File: config.mk
export PLATFORM = sky130hd
export DESIGN_NAME = baud_tick_gen_flat
export DESIGN_NICKNAME = d
export VERILOG_FILES = /design/src/rtl/baud_tick_gen_if.sv /design/src/rtl/baud_tick_gen.sv /design/src/flat_wrapper.sv
export SDC_FILE = /design/constraint.sdc
export NUM_CORES = 1
export LEC_CHECK = 0
export ABC_AREA = 1
export CAP_MARGIN = 40
export CORE_MARGIN = 10
export CORE_UTILIZATION = 60
export DETAILED_ROUTE_END_ITERATION = 7
export GPL_ROUTABILITY_DRIVEN = 0
export GPL_TIMING_DRIVEN = 0
export PLACE_DENSITY = 0.81
export SYNTH_ARGS = -nofsm -noshare
export SYNTH_HDL_FRONTEND = slang
export SYNTH_SLANG_ARGS = --single-unit
File: constraint.sdc
create_clock -name clk -period 3.4 [get_ports clk]
set_clock_uncertainty 0.05 [all_clocks]
set_input_delay 0.51 -clock clk [delete_from_list [all_inputs] [get_ports clk]]
set_output_delay 0.51 -clock clk [all_outputs]
set_load 0.005 [all_outputs]
File: src/rtl/baud_tick_gen_if.sv
// Control and tick bundle between a UART baud generator and its rx/tx users.
// The master drives run/clear/divisor requests; the slave returns the tick enables.
interface baud_tick_gen_if #(
    parameter int DIV_W  = 16,
    parameter int FRAC_W = 4
);
    logic              enable;
    logic              sync_clear;
    logic              div_load;
    logic [DIV_W-1:0]  div_int;
    logic [FRAC_W-1:0] div_frac;
    logic              s_tick;
    logic              mid_tick;
    logic              bit_tick;
    logic              cfg_err;

    modport master (
        output enable, sync_clear, div_load, div_int, div_frac,
        input  s_tick, mid_tick, bit_tick, cfg_err
    );

    modport slave (
        input  enable, sync_clear, div_load, div_int, div_frac,
        output s_tick, mid_tick, bit_tick, cfg_err
    );
endinterface

File: src/rtl/baud_tick_gen.sv
// Fractional clock-enable generator for the UART: divides clk by INT + FRAC/2^FRAC_W
// and emits registered one-cycle oversample, mid-bit and end-of-bit pulses.
module baud_tick_gen #(
    parameter int DIV_W    = 16,
    parameter int FRAC_W   = 4,
    parameter int OSR      = 16,
    parameter int DEF_INT  = 651,
    parameter int DEF_FRAC = 1
) (
    input logic            clk,
    input logic            reset,
    baud_tick_gen_if.slave bus
);
    localparam int SC_W = $clog2(OSR);

    logic [DIV_W-1:0]  r_act_int;
    logic [FRAC_W-1:0] r_act_frac;
    logic [DIV_W-1:0]  r_pend_int;
    logic [FRAC_W-1:0] r_pend_frac;
    logic              r_pend;
    logic [DIV_W-1:0]  r_cnt;
    logic [FRAC_W-1:0] r_facc;
    logic [SC_W-1:0]   r_scnt;
    logic              r_s_tick;
    logic              r_mid_tick;
    logic              r_bit_tick;
    logic              r_cfg_err;

    logic              w_load_ok;
    logic              w_load_bad;
    logic [FRAC_W:0]   w_sum;
    logic [DIV_W-1:0]  w_reload_cnt;

    assign w_load_ok    = bus.div_load && (bus.div_int >= DIV_W'(2));
    assign w_load_bad   = bus.div_load && !w_load_ok;
    // The fractional carry stretches this interval by one cycle.
    assign w_sum        = {1'b0, r_facc} + {1'b0, r_act_frac};
    assign w_reload_cnt = r_act_int - DIV_W'(1) + DIV_W'(w_sum[FRAC_W]);

    // NOTE: sequential state uses non-blocking assignments so every register
    // samples pre-edge values regardless of statement order in the block.
    always_ff @(posedge clk or negedge reset) begin
        if (!reset) begin
            r_act_int   <= DIV_W'(DEF_INT);
            r_act_frac  <= FRAC_W'(DEF_FRAC);
            r_pend_int  <= '0;
            r_pend_frac <= '0;
            r_pend      <= 1'b0;
            r_cnt       <= DIV_W'(DEF_INT - 1);
            r_facc      <= '0;
            r_scnt      <= '0;
            r_s_tick    <= 1'b0;
            r_mid_tick  <= 1'b0;
            r_bit_tick  <= 1'b0;
            r_cfg_err   <= 1'b0;
        end else begin
            r_cfg_err  <= w_load_bad;
            r_s_tick   <= 1'b0;
            r_mid_tick <= 1'b0;
            r_bit_tick <= 1'b0;
            if (bus.sync_clear) begin
                r_facc <= '0;
                r_scnt <= '0;
                r_pend <= 1'b0;
                if (w_load_ok) begin
                    r_act_int  <= bus.div_int;
                    r_act_frac <= bus.div_frac;
                    r_cnt      <= bus.div_int - DIV_W'(1);
                end else if (r_pend) begin
                    r_act_int  <= r_pend_int;
                    r_act_frac <= r_pend_frac;
                    r_cnt      <= r_pend_int - DIV_W'(1);
                end else begin
                    r_cnt <= r_act_int - DIV_W'(1);
                end
            end else if (w_load_ok && !bus.enable) begin
                r_act_int  <= bus.div_int;
                r_act_frac <= bus.div_frac;
                r_cnt      <= bus.div_int - DIV_W'(1);
                r_facc     <= '0;
                r_pend     <= 1'b0;
            end else begin
                if (bus.enable) begin
                    if (r_cnt != '0) begin
                        r_cnt <= r_cnt - DIV_W'(1);
                    end else begin
                        r_s_tick   <= 1'b1;
                        r_mid_tick <= (r_scnt == SC_W'(OSR / 2 - 1));
                        r_bit_tick <= (r_scnt == SC_W'(OSR - 1));
                        r_scnt     <= r_scnt + SC_W'(1);
                        if (r_pend) begin
                            // Fresh divisor starts with an empty accumulator, so no carry yet.
                            r_act_int  <= r_pend_int;
                            r_act_frac <= r_pend_frac;
                            r_cnt      <= r_pend_int - DIV_W'(1);
                            r_facc     <= r_pend_frac;
                            r_pend     <= 1'b0;
                        end else begin
                            r_cnt  <= w_reload_cnt;
                            r_facc <= w_sum[FRAC_W-1:0];
                        end
                    end
                end
                // Placed last so a request in the reload cycle is kept as pending.
                if (w_load_ok) begin
                    r_pend      <= 1'b1;
                    r_pend_int  <= bus.div_int;
                    r_pend_frac <= bus.div_frac;
                end
            end
        end
    end

    assign bus.s_tick   = r_s_tick;
    assign bus.mid_tick = r_mid_tick;
    assign bus.bit_tick = r_bit_tick;
    assign bus.cfg_err  = r_cfg_err;
endmodule

File: src/flat_wrapper.sv
// flat-port wrapper written by rule: the top's interface ports become plain ports
module baud_tick_gen_flat 
#(
    parameter int DIV_W    = 16,
    parameter int FRAC_W   = 4,
    parameter int OSR      = 16,
    parameter int DEF_INT  = 651,
    parameter int DEF_FRAC = 1
)
  (clk, reset, bus_enable, bus_sync_clear, bus_div_load, bus_div_int, bus_div_frac, bus_s_tick, bus_mid_tick, bus_bit_tick, bus_cfg_err);
  baud_tick_gen_if #(.DIV_W(DIV_W), .FRAC_W(FRAC_W)) bus_i ();
  input logic clk;
  input logic reset;
  input wire logic [$bits(bus_i.enable)-1:0] bus_enable;
  input wire logic [$bits(bus_i.sync_clear)-1:0] bus_sync_clear;
  input wire logic [$bits(bus_i.div_load)-1:0] bus_div_load;
  input wire logic [$bits(bus_i.div_int)-1:0] bus_div_int;
  input wire logic [$bits(bus_i.div_frac)-1:0] bus_div_frac;
  output wire logic [$bits(bus_i.s_tick)-1:0] bus_s_tick;
  output wire logic [$bits(bus_i.mid_tick)-1:0] bus_mid_tick;
  output wire logic [$bits(bus_i.bit_tick)-1:0] bus_bit_tick;
  output wire logic [$bits(bus_i.cfg_err)-1:0] bus_cfg_err;
  assign bus_i.enable = bus_enable;
  assign bus_i.sync_clear = bus_sync_clear;
  assign bus_i.div_load = bus_div_load;
  assign bus_i.div_int = bus_div_int;
  assign bus_i.div_frac = bus_div_frac;
  assign bus_s_tick = bus_i.s_tick;
  assign bus_mid_tick = bus_i.mid_tick;
  assign bus_bit_tick = bus_i.bit_tick;
  assign bus_cfg_err = bus_i.cfg_err;
  baud_tick_gen #(.DIV_W(DIV_W), .FRAC_W(FRAC_W), .OSR(OSR), .DEF_INT(DEF_INT), .DEF_FRAC(DEF_FRAC)) u_core (.clk(clk), .reset(reset), .bus(bus_i));
endmodule
After elaboration in Yosys (flattened, before gate mapping). Index checks and enable logic that the tools add are counted.

Mux-type cells: 45. $lt $le $gt $ge: 1. Equality and inequality tests: 6. Reduce and logical (&&, ||, !) cells: 13. Bitwise gates (word level): 2. $add $sub $neg: 7.

Operators with widths (number): 16-bit 2-to-1 mux (13); 16-bit by 1-bit subtractor with 16-bit output (second input constant) (4); 4-bit 2-to-1 mux (15); 1-bit 2-to-1 mux (17); 16-bit by 1-bit adder with 16-bit output (1); 16-bit by 2-bit >= comparator with 1-bit output (second input constant) (1); 16-bit nonzero test (1); 3-bit AND reduction (2); 4-bit by 4-bit adder with 5-bit output (1); 4-bit by 1-bit adder with 4-bit output (second input constant) (1); 4-bit by 3-bit == test with 1-bit output (second input constant) (1); 4-bit == test (second input constant) (1); 2-bit inequality test (second input constant) (2); 4-bit by 2-bit inequality test with 1-bit output (second input constant) (1); 2-bit AND reduction (2); 4-bit nonzero test (1); 1-bit logical AND (3); 3-bit by 2-bit inequality test with 1-bit output (second input constant) (1); 3-bit nonzero test (1); 1-bit zero test (2); 1-bit NOT (2); 2-bit nonzero test (1).

Output and inout bits: 4. Flip-flop bits (word level): 69. Logic and storage cells: 86.

Longest topological paths before layout.
Depth in word-level cells: 7. Mapped depth: 21. Gate-level depth less buffers: 21.

Least setup slack after synthesis. OpenSTA, ideal clock, no wires.

Kind: reg2reg. From: register u_core.r_act_frac[0]. To: register u_core.r_cnt[14]. Slack: 0.656 ns. Arrival: 2.577 ns. Library setup time: 0.117 ns. Stages on the path, launching flop included: 22. Buffers on the path: 0. Period minus slack after synthesis: 2.744 ns. Path through: dfstp_2 > ha_1 > inv_1 > fa_1 > inv_1 > a21oi_1 > o21bai_1 > ha_1 > ha_1 > inv_1 > nor2_1 > nand2_1 > nor2_2 > nand4_1 > nor2_1 > nand2_1 > nand3_1 > nand3_1 > nand2_1 > nand2_1 > nand2_1 > nand2_1.

Longest elaborated chain between the ends: 7.

Ends and longest elaborated chain: start: declaration (line baud_tick_gen.sv:17) `logic [FRAC_W-1:0] r_act_frac;`; start signal: assignment (line baud_tick_gen.sv:45) `r_act_frac <= FRAC_W'(DEF_FRAC);`; start signal: assignment (line baud_tick_gen.sv:67) `r_act_frac <= bus.div_frac;`; start signal: assignment (line baud_tick_gen.sv:71) `r_act_frac <= r_pend_frac;`; 4-bit by 4-bit adder with 5-bit output (line baud_tick_gen.sv:37) `assign w_sum = {1'b0, r_facc} + {1'b0, r_act_frac};`; 16-bit by 1-bit adder with 16-bit output (line baud_tick_gen.sv:38) `assign w_reload_cnt = r_act_int - DIV_W'(1) + DIV_W'(w_sum[FRAC_W]);`; 16-bit 2-to-1 mux (line baud_tick_gen.sv:91) `if (r_pend) begin`; 16-bit 2-to-1 mux (line baud_tick_gen.sv:84) `if (r_cnt != '0) begin`; 16-bit 2-to-1 mux (line baud_tick_gen.sv:83) `if (bus.enable) begin`; 16-bit 2-to-1 mux (line baud_tick_gen.sv:76) `end else if (w_load_ok && !bus.enable) begin`; 16-bit 2-to-1 mux (line baud_tick_gen.sv:61) `if (bus.sync_clear) begin`; end signal: assignment (line baud_tick_gen.sv:74) `r_cnt <= r_act_int - DIV_W'(1);`; end signal: assignment (line baud_tick_gen.sv:79) `r_cnt <= bus.div_int - DIV_W'(1);`; end signal: assignment (line baud_tick_gen.sv:85) `r_cnt <= r_cnt - DIV_W'(1);`; end: declaration (line baud_tick_gen.sv:21) `logic [DIV_W-1:0] r_cnt;`.

No other way between the ends. The select of a mux whose other input is x is not followed. A chain may end at the register's enable or synchronous reset.

Worst setup path in the final report. Same ends and word-level chain as after synthesis.

==> metrics.yaml <==
layout:
  diodes: 0
  area_growth_pct: 12.1
  final_cells: 1035
  nets: 940
  final_layout_size_suffix_gt1_frac: 0.141
  final.fill_count: 796
  postLayoutCoreUtil: 0.697
synthesis:
  synth_sequential_area_ratio: 0.300
  synth_async_sr_flop_share: 1.00
  synth.distinct_cells: 55
  post_synthesis_instance_total: 861
  mappedNetlistArea_um2: 5800
  post-synth-top-area-cell: "sky130_fd_sc_hd__dfrtp_1"
  synth_enable_flop_cells: 0
  synth_area_leaders: "sky130_fd_sc_hd__dfrtp_1 (25%), sky130_fd_sc_hd__nand2_1 (12%), sky130_fd_sc_hd__nor2_1 (7.0%)"
  synth.ff_latch_count: 69
  avgSynthCellArea_um2: 6.74
  dominantRegCellSynth: "sky130_fd_sc_hd__dfrtp_1"
  warnings_synthesis: 0
  synth.top_cell.area_share: 0.254
  synthesis.nets: 900
timing:
  finalWorstPathRequiredPeriod_ns: 3.17
  timing.final.crit_share: 0.933
  final-hold-violation-count: 0
  achievable-frequency_mhz: 315
  worstMarginPinSlew_ns: 0.875
  setup_viol: 0
  slew_violations: 0
  grt_setup_unrepaired: "no"
  max-slew-margin-rel: 0.412
detailed_routing:
  first_pass_iters: 8
  number_of_nets_with_antenna_violations_after_routing: 0
  vias: 6372
  wl_um: 18300
  detail_route.wl_per_cell_um: 17.7
  dr_drc_count: 0
  detailedRoute.firstIterationViolations: 912
  detail_route.vias_per_cell: 6.16
power:
  report.power.total_mw: 2.81
  irDropWorstVdd_uv: 287
  power.density_cell_area_nw_per_um2: 432
  leakage_power_summed_over_all_cells_nw: 2.96
global_route:
  grt.overflow.total: 0
  grt.total_usage: 0.262
  grt_first_pass_wirelength_um: 30200
  grt_pass1_vias: 6223
  number_of_antenna_violations_at_the_first_check_in_global_routing: 0
  pin_count_of_the_biggest_net_entering_global_routing: 49
worst_setup_path:
  timing.setup.critical_path_class: "reg2reg"
  cell_by_cell_listing_of_the_critical_path: "ha_1, inv_1, fa_1, inv_1, a21oi_1, o21bai_1, ha_1, ha_1, inv_1, nor2_2, nand2_1, nor2_4, nand4_1, nor2_2, nand2_1, nand3_1, nand3_1, nand2_1, nand2_1, nand2_1, nand2_1"
  critical_path.endpoint_type: "flip-flop"
  worst-path-buf-inv: 3
  worst_setup_path_startpoint: "u_core.r_act_frac[0]"
  setup.worst_path.start_class: "flip-flop"
  r2r_cells: 21
  worst-endpoint-required_ns: 3.62
  timing.critical_path.max_delay_family: "simple AND/OR/NAND/NOR gates"
  r2r-end: "u_core.r_cnt[14]"
  crit_slowest_cell: "sky130_fd_sc_hd__dfstp_2"
  regToRegStartpoint: "u_core.r_act_frac[0]"
  crit_path_max_incr_delay_ns: 0.54
  critPathArrivalTime_ns: 3.39
  setup_slack_of_the_most_critical_reg_to_reg_path_ns: 0.23
  cpMostUsedCell: "sky130_fd_sc_hd__nand2_1"
  worst-path-max-fanout: 4
clock_tree:
  cts_buf_count: 9
  clkTransAtPathRegs_ns: 0.09
  cts_tree: "built"
  ctsHtreeMaxLevel: 3
  cts-root-buf: "sky130_fd_sc_hd__clkbuf_8"
  postCtsSetupRepairBufs: 0
  ctsLongestPathBuffers: 2
  insertion_delay_ns: 0.37
  clock_sinks: 69
floorplanning:
  floorplan.core_area_um2: 9330
  die_w_um: 118
  floorplan.initialDensity: 0.622
  ioPinCount: 29
  design.die.area_um2: 14000
  rows: 35
  die_h_um: 118
hold_path:
  hold-path-endpoint: "u_core.bus.mid_tick"
  worst_hold_path.num_cells: 1
  hold_path_class: "reg2reg"
  worst_hold_startpoint: "u_core.r_scnt[3]"
run:
  maxCapViolations: 0
placement:
  number_of_buffers_inserted_by_port_buffering: 27
  hpwl_after_detailed_placement_um: 14100
  placedCellCount: 1018
outcome:
  status: "finished clean"
[sequential cells by signal (all words and copies together) (netlist names)]
register             cells
u_core.r_pend            1
u_core.r_pend_frac       4
u_core.r_cnt            16
u_core.bus.mid_tick      1
u_core.r_act_int        16
u_core.r_act_frac        4
u_core.r_scnt            4
u_core.bus.bit_tick      1
u_core.r_pend_int       16
u_core.bus.s_tick        1
u_core.bus.cfg_err       1
u_core.r_facc            4
[cells in the final DEF, fill, tap and decap left out, types with 3 or more instances in the layout]
cell type	count
sky130_fd_sc_hd__ha_1	13
sky130_fd_sc_hd__nand4_1	14
sky130_fd_sc_hd__o21ai_1	26
sky130_fd_sc_hd__dfstp_2	10
sky130_fd_sc_hd__nand3b_1	3
sky130_fd_sc_hd__a31oi_1	3
sky130_fd_sc_hd__nand2_1	179
sky130_fd_sc_hd__nor2_1	106
sky130_fd_sc_hd__inv_1	91
sky130_fd_sc_hd__o221ai_1	5
sky130_fd_sc_hd__nor3_1	7
sky130_fd_sc_hd__xor2_1	21
sky130_fd_sc_hd__a211oi_1	4
sky130_fd_sc_hd__nand3_1	60
sky130_fd_sc_hd__inv_4	3
sky130_fd_sc_hd__inv_2	24
sky130_fd_sc_hd__clkdlybuf4s50_1	26
sky130_fd_sc_hd__clkbuf_1	13
sky130_fd_sc_hd__nor2_4	3
sky130_fd_sc_hd__clkbuf_8	10
sky130_fd_sc_hd__nand2_2	6
sky130_fd_sc_hd__o21ai_0	45
sky130_fd_sc_hd__mux2_2	5
sky130_fd_sc_hd__a21oi_1	59
sky130_fd_sc_hd__o21ai_2	10
sky130_fd_sc_hd__xnor2_1	3
sky130_fd_sc_hd__buf_2	8
sky130_fd_sc_hd__o211ai_1	12
sky130_fd_sc_hd__a21oi_2	20
sky130_fd_sc_hd__dfrtp_1	59
sky130_fd_sc_hd__nor4_1	5
sky130_fd_sc_hd__nor2_2	11
[layer usage]
| layer | part of all wire | global-route usage | up-vias |
|---|---|---|---|
| li1 | - | - | 2943 |
| met1 | 0.41 | 0.326 | 2949 |
| met2 | 0.45 | 0.411 | 393 |
| met3 | 0.087 | 0.0485 | 87 |
| met4 | 0.057 | 0.160 | 0 |
| met5 | 0 | 0 | - |
[cell families (layout without fill, tap and decap cells)]
family,count (synthesis),after routing,synth area share
XOR/XNOR,24,24,0.0362
buffers and inverters,144,189,0.102
flip-flops,69,69,0.300
AND/OR/NAND/NOR,402,402,0.306
adder cells (fa/ha/maj),14,14,0.0315
multiplexers,6,6,0.0114
AO/OA/AOI/OAI,202,202,0.214
[repair_timing]
action                                  4_1_cts  5_1_grt
resized for setup                             0        3
endpoints found under the hold margin        16        0
hold buffers                                  1        0
endpoints found under the setup margin        0        1
[cell usage after synthesis (13+ instances only)]
cell type,count
sky130_fd_sc_hd__xor2_1,21
sky130_fd_sc_hd__dfrtp_1,59
sky130_fd_sc_hd__nand2_1,179
sky130_fd_sc_hd__nand4_1,14
sky130_fd_sc_hd__nand3_1,60
sky130_fd_sc_hd__o21ai_0,45
sky130_fd_sc_hd__o21ai_1,26
sky130_fd_sc_hd__inv_1,91
sky130_fd_sc_hd__ha_1,13
sky130_fd_sc_hd__a21oi_1,59
sky130_fd_sc_hd__nor2_1,108
sky130_fd_sc_hd__a21oi_2,20
sky130_fd_sc_hd__inv_2,24
[worst max-delay path by stage]
stage          slack [ns]                to  cells after the start
2_1_floorplan        0.66  u_core.r_cnt[14]                     21
3_3_place_gp        -0.64  u_core.r_scnt[3]                      1
3_5_place_dp         0.24  u_core.r_cnt[14]                     21
4_1_cts              0.23  u_core.r_cnt[14]                     21
5_1_grt              0.01  u_core.r_cnt[14]                     21
6_report             0.23  u_core.r_cnt[14]                     21
[where the power goes]
group          total (mW)  switching, mW  internal, mW
clock network       0.792          0.357         0.435
logic               0.942          0.627         0.314
registers            1.07          0.124         0.950
total                2.81           1.11          1.70
[cell type report]
type                            count  area [um^2]  area share
Buffer                             24          131      0.0202
Clock buffer                       11          141      0.0217
Clock inverter                      5         83.8      0.0129
Inverter                          120          458      0.0704
Multi-Input combinational cell    648         3480       0.536
Sequential cell                    69         1740       0.267
Tap cell                          129          161      0.0248
Timing Repair Buffer               29          305      0.0469
[per-stage QoR]
stage               area [um^2]  worst slack [ns]  hold WS (ns)  setup TNS [ns]
finish                     6500             0.227         0.385               0
global route               6500            0.0116         0.400               0
global placement           6230            -0.643         0.365          -37.59
detailed placement         6260             0.238         0.375               0
floorplan                  5800             0.656         0.164               0
CTS                        6490             0.230         0.388               0
[worst register-to-register path: stages, from the launching register on]
cell and delay (ns):
sky130_fd_sc_hd__dfstp_2 0.54, sky130_fd_sc_hd__ha_1 0.15, sky130_fd_sc_hd__inv_1 0.07, sky130_fd_sc_hd__fa_1 0.37, sky130_fd_sc_hd__inv_1 0.11, sky130_fd_sc_hd__a21oi_1 0.08
sky130_fd_sc_hd__o21bai_1 0.13, sky130_fd_sc_hd__ha_1 0.18, sky130_fd_sc_hd__ha_1 0.14, sky130_fd_sc_hd__inv_1 0.05, sky130_fd_sc_hd__nor2_2 0.13, sky130_fd_sc_hd__nand2_1 0.11
sky130_fd_sc_hd__nor2_4 0.13, sky130_fd_sc_hd__nand4_1 0.18, sky130_fd_sc_hd__nor2_2 0.22, sky130_fd_sc_hd__nand2_1 0.07, sky130_fd_sc_hd__nand3_1 0.07, sky130_fd_sc_hd__nand3_1 0.10
sky130_fd_sc_hd__nand2_1 0.07, sky130_fd_sc_hd__nand2_1 0.05, sky130_fd_sc_hd__nand2_1 0.05, sky130_fd_sc_hd__nand2_1 0.05
Power figures use the tool's default switching activity.
